**src/rtl/div_11_reconstruct_if.sv**
```systemverilog
// ---------------------------------------------------------------------------
// div_11_reconstruct_if
// Handshake and data bundle for the divide-by-11 reconstructor.
//   in_valid / in_ready   : accept a quotient/remainder pair
//   q [X_W]               : quotient, unsigned
//   r [4]                 : remainder, legal range 0..10
//   out_valid / out_ready : hand the rebuilt dividend to the consumer
//   x [X_W]               : low X_W bits of 11*q + r
//   ovf                   : 11*q + r does not fit in X_W bits
//   err                   : r was greater than 10 when the pair was accepted
// The slave modport is the reconstructor's side of the bundle.
// The master modport is the producer/consumer side.
// ---------------------------------------------------------------------------
interface div_11_reconstruct_if #(
   parameter int X_W = 32
);
   logic           in_valid;
   logic           in_ready;
   logic [X_W-1:0] q;
   logic [3:0]     r;
   logic           out_valid;
   logic           out_ready;
   logic [X_W-1:0] x;
   logic           ovf;
   logic           err;

   modport slave (
      input  in_valid, q, r, out_ready,
      output in_ready, out_valid, x, ovf, err
   );

   modport master (
      output in_valid, q, r, out_ready,
      input  in_ready, out_valid, x, ovf, err
   );
endinterface

```
**src/rtl/div_11_reconstruct.sv**
```systemverilog
// ---------------------------------------------------------------------------
// div_11_reconstruct
// Rebuilds the dividend x = 11*q + r from a quotient/remainder pair.
// It processes one 4-bit digit of q per cycle, starting from the least
// significant digit. It flags an illegal remainder (err) and any result that
// does not fit in X_W bits (ovf).
//   clk : clock, every register updates on its rising edge
//   rst : synchronous, active-high reset
//   bus : div_11_reconstruct_if.slave carrying the in/out handshakes, q, r,
//         x, ovf and err
// Latency: for an accept edge at cycle 0, out_valid is high from cycle X_W/4+1.
// The result is held until out_ready.
// ---------------------------------------------------------------------------
module div_11_reconstruct #(
   parameter int X_W = 32
) (
   input logic                clk,
   input logic                rst,
   div_11_reconstruct_if.slave bus
);

   localparam int NIB   = X_W / 4;
   localparam int CNT_W = (NIB > 1) ? $clog2(NIB) : 1;

   typedef enum logic [1:0] {
      IDLE,
      RUN,
      DONE
   } state_t;

   state_t           r_state;
   logic [X_W-1:0]   r_qs;
   logic [4:0]       r_carry;
   logic [CNT_W-1:0] r_cnt;
   logic [X_W-1:0]   r_x;
   logic             r_ovf;
   logic             r_err;
   logic [7:0]       w_t;

   // One digit step: 11*digit + carry peaks at 11*15 + 15 = 180, so 8 bits
   // always hold it exactly. The high nibble is the carry into the next digit.
   assign w_t = (8'd11 * {4'd0, r_qs[3:0]}) + {3'd0, r_carry};

   // Handshake flags decode straight from the state register.
   // in_ready is also masked by rst, so nothing is accepted while reset is high.
   assign bus.in_ready  = (r_state == IDLE) && !rst;
   assign bus.out_valid = (r_state == DONE);
   assign bus.x         = r_x;
   assign bus.ovf       = r_ovf;
   assign bus.err       = r_err;

   // Single-process FSM.
   // Each result digit is shifted in at the MSB end. After NIB steps the
   // least significant digit has reached x[3:0] and no separate
   // reassembly pass is needed.
   always_ff @(posedge clk) begin
      if (rst) begin
         r_state <= IDLE;
         r_qs    <= '0;
         r_carry <= '0;
         r_cnt   <= '0;
         r_x     <= '0;
         r_ovf   <= 1'b0;
         r_err   <= 1'b0;
      end else begin
         case (r_state)
            IDLE: begin
               if (bus.in_valid) begin
                  r_qs    <= bus.q;
                  r_carry <= {1'b0, bus.r};
                  r_err   <= (bus.r > 4'd10);
                  r_cnt   <= '0;
                  r_state <= RUN;
               end
            end
            RUN: begin
               r_x     <= {w_t[3:0], r_x[X_W-1:4]};
               r_qs    <= r_qs >> 4;
               r_carry <= {1'b0, w_t[7:4]};
               r_cnt   <= r_cnt + 1'b1;
               if (r_cnt == CNT_W'(NIB - 1)) begin
                  // Any carry left after the top digit is weight 2^X_W or more.
                  r_ovf   <= (w_t[7:4] != 4'd0);
                  r_state <= DONE;
               end
            end
            DONE: begin
               if (bus.out_ready) begin
                  r_state <= IDLE;
               end
            end
            default: begin
               r_state <= IDLE;
            end
         endcase
      end
   end

endmodule

```
**src/flat_wrapper.sv**
```systemverilog
// flat-port wrapper written by rule: the top's interface ports become plain ports
module div_11_reconstruct_flat 
#(
   parameter int X_W = 32
)
  (clk, rst, bus_in_valid, bus_q, bus_r, bus_out_ready, bus_in_ready, bus_out_valid, bus_x, bus_ovf, bus_err);
  div_11_reconstruct_if #(.X_W(X_W)) bus_i ();
  input logic clk;
  input logic rst;
  input wire logic [$bits(bus_i.in_valid)-1:0] bus_in_valid;
  input wire logic [$bits(bus_i.q)-1:0] bus_q;
  input wire logic [$bits(bus_i.r)-1:0] bus_r;
  input wire logic [$bits(bus_i.out_ready)-1:0] bus_out_ready;
  output wire logic [$bits(bus_i.in_ready)-1:0] bus_in_ready;
  output wire logic [$bits(bus_i.out_valid)-1:0] bus_out_valid;
  output wire logic [$bits(bus_i.x)-1:0] bus_x;
  output wire logic [$bits(bus_i.ovf)-1:0] bus_ovf;
  output wire logic [$bits(bus_i.err)-1:0] bus_err;
  assign bus_i.in_valid = bus_in_valid;
  assign bus_i.q = bus_q;
  assign bus_i.r = bus_r;
  assign bus_i.out_ready = bus_out_ready;
  assign bus_in_ready = bus_i.in_ready;
  assign bus_out_valid = bus_i.out_valid;
  assign bus_x = bus_i.x;
  assign bus_ovf = bus_i.ovf;
  assign bus_err = bus_i.err;
  div_11_reconstruct #(.X_W(X_W)) u_core (.clk(clk), .rst(rst), .bus(bus_i));
endmodule
```
**config.mk**
```make
export PLATFORM = sky130hd
export DESIGN_NAME = div_11_reconstruct_flat
export DESIGN_NICKNAME = d
export VERILOG_FILES = /design/src/rtl/div_11_reconstruct_if.sv /design/src/rtl/div_11_reconstruct.sv /design/src/flat_wrapper.sv
export SDC_FILE = /design/constraint.sdc
export NUM_CORES = 1
export LEC_CHECK = 0
export CAP_MARGIN = 20
export CORE_MARGIN = 3
export CORE_UTILIZATION = 45
export DETAILED_ROUTE_END_ITERATION = 10
export HOLD_SLACK_MARGIN = 0.12
export PLACE_DENSITY = 0.8
export SLEW_MARGIN = 20
export SYNTH_ARGS = -nofsm -noshare
export SYNTH_HDL_FRONTEND = slang
export SYNTH_SLANG_ARGS = --single-unit
export TNS_END_PERCENT = 5
```
**constraint.sdc**
```tcl
create_clock -name clk -period 8 [get_ports clk]
set_clock_uncertainty 0.05 [all_clocks]
set_input_delay 1.2 -clock clk [delete_from_list [all_inputs] [get_ports clk]]
set_output_delay 1.2 -clock clk [all_outputs]
set_load 0.05 [all_outputs]
```
==> results.md <==
- Status: finished, final reports clean
- Post-route insts no fill: 584
- Ys flop type: dfxtp_1
- Period utilization: 49.67%
- Complex-gate fraction of the synthesized area: 17.15%
- Initial antenna violation count: 0
- Combinational family with the most area after synthesis: simple AND/OR/NAND/NOR gates
- WP data arrival: 2.72 ns
- Die height: 92.73 µm
- Leak pwr: 1.650 nW
- Power Density: 209.3 nW/µm²
- Die Area: 8598 µm²
- Synthesized instance count: 424
- Largest net degree at the start of global routing: 77
- Post-CTS Hold Buffers: 0
- Max_slew headroom: 49.03%
- I/O Pins: 76
- Synthesized area: 3384 µm²
- CTS tree: done
- H-tree depth: 3
- DP HPWL: 5274 µm
- Total setup buffers inserted after CTS: 0
- Worst Setup End Kind: primary output
- Startpoint Class: input port
- Clk pwr share: 38.6%
- Yosys warnings: 0
- Commonest non-fill, non-tap cell in the layout: nand2_1
- Core Footprint: 7057 µm²
- Post_cts resized: 0
- Total of max-cap violations: 0
- DRC Markers: 0
- Finished Cell Area: 4399 µm²
- Combinational Power Share: 16.8%
- Share of cells above drive strength 1: 5.123%
- Later-pin clock latency in the skew report: 0.35 ns
- Distinct cells, synth: 26
- Final setup fails: 0
- RePlAce Congestion: 0.8251
- Fill cell count: 644
- Final hold slack: 0.4073 ns
- N_diodes: 0
- P_sw: 0.0002532 W
- Unrepaired setup endpoints after global routing: no
- Synth Area in Simple Gates: 23.70%
- I/O Buffers: 75
- Clock transition at the registers of the reported paths: 0.08 ns
- Area after DPL: 4153 µm²
- Max clock buf depth: 2
- Critical Path RT: 6.75 ns
- Setup CP Type: in2out
- Vias in the first global route: 2655
- Final hold vios: 0
- DR pass1 iterations: 4
- Initial core utilization: 47.96%
- Largest fanout on the critical path: 76
- Fin nets: 546
- Hold Path Class: reg2reg
- Async SR Flop Fraction: 0%
- CTS buffer count: 9
- Initial drt markers: 110
- Fmax: 251.7 MHz
- Internal power: 0.0006676 W
- Mean area per synthesized cell: 7.982 µm²
- Die X: 92.73 µm
- Seq pwr share: 44.5%
- Post-synthesis xor/xnor area fraction: 0.5176%
- Syn nets: 487
- Most frequent cells in the layout: 127 x nand2_1, 75 x dfxtp_1, 74 x clkdlybuf4s50_1
- Tot GR Track Use: 17.78%
- Switching power share of the total: 27.50%
- Slew @ Worst Pin: 0.7645 ns
- Number of synthesized register bits: 75
- Clock Tree Root: clkbuf_8
- Maximum VDD drop: 0.09858 mV
- Via count: 3090
- First-pass GRT wire length: 12390 µm
- Post-Route Setup TNS: 0 ns
- GRT Residual Overflow: 0
- Adder-cell share of the synthesized area: 9.168%
- Mux cell area share after synthesis: 0.2957%
- Via/cell ratio: 5.291
- Cell Rows: 30
- Slew Viols, Final: 0
- DP Cell Count: 568
- Area Growth Syn to Fin: 29.98%
- EDFF count, synth: 0
- Sequential area share after synthesis: 44.36%
- Final Util: 62.34%
- Tmin final: 3.973 ns
- Final wirelength: 7622 µm
- Post-DR wirelength/cell: 13.05 µm
- Clk sink count: 75
- Final ANT Viol Nets: 0
registers in the layout, indices dropped and copies added (netlist names):
register and cells:
u_core.r_qs 32, u_core.r_carry 4, u_core.bus.x 32, u_core.r_cnt 3, u_core.bus.ovf 1, u_core.bus.err 1
u_core.r_state 2
worst max-delay path, stage by stage:
cell	delay [ns]
buf_2	0.07
buf_4	0.59
nor3_1	0.09
clkdlybuf4s50_1	0.73
cells by family after synthesis:
logic type               Yosys count
flip-flops                        75
AND/OR/NAND/NOR                  197
multiplexers                       1
AO/OA/AOI/OAI                     89
adder cells (fa/ha/maj)           23
buffers and inverters             37
XOR/XNOR                           2
synth_stat cells, types with 3 or more instances:
cell,number,area share [%]
a21oi_1,46,6.8
nor3b_1,3,0.67
nand3b_1,3,0.67
a22oi_1,5,1.1
clkbuf_1,18,2.0
a311oi_1,30,7.8
ha_1,20,7.4
nand3_1,7,1.0
fa_1,3,1.8
nor2b_1,3,0.55
o21ai_0,4,0.59
dfxtp_1,75,44
nand2b_1,5,0.92
inv_1,6,0.67
buf_4,3,0.67
nand2_1,128,14
nor2_1,44,4.9
buf_2,10,1.5
per-layer routing:
layer  vias up  GRT usage (%)  part of all wire (%)
met5         -              0                     0
met3        10          4.224                   5.3
met4         0          5.128                   1.0
li1       1560              -                     -
met2        88          28.76                    48
met1      1432          23.67                    46
final timing paths:
path / start / end / slack, ns / cells after the start
worst max register to register: u_core.r_qs[2] / u_core.r_carry[2] / 4.92 / 11
worst min-delay path: u_core.bus.x[2] / u_core.bus.x[2] / 0.41 / 2
worst min register to register: u_core.bus.x[2] / u_core.bus.x[2] / 0.41 / 2
worst max-delay path: rst / bus_in_ready / 4.03 / 4
power by group through the flow:
stage	combinational [W]	clock [W]	sequential [W]
floorplan	0.0000975	0	0.000426
global placement	0.000150	0	0.000418
detailed placement	0.000155	0	0.000419
CTS	0.000156	0.000362	0.000410
global route	0.000175	0.000379	0.000413
finish	0.000155	0.000356	0.000410
metrics by stage:
step	setup WS, ns	total power, W
detailed placement	4.047	0.0005732
finish	4.027	0.0009208
global route	3.951	0.0009669
floorplan	4.314	0.0005231
global placement	4.050	0.0005683
CTS	4.043	0.0009275
final cells by class:
| cell class | count | area, µm² | share of cell area (%) |
|---|---|---|---|
| Clock buffer | 9 | 123.9 | 2.816 |
| Tap cell | 96 | 120.1 | 2.730 |
| Sequential cell | 75 | 1501 | 34.13 |
| Inverter | 6 | 22.52 | 0.5119 |
| Timing Repair Buffer | 79 | 775.7 | 17.63 |
| Clock inverter | 7 | 122.6 | 2.787 |
| Multi-Input combinational cell | 312 | 1733 | 39.39 |
(Power assumes the default switching activity.)
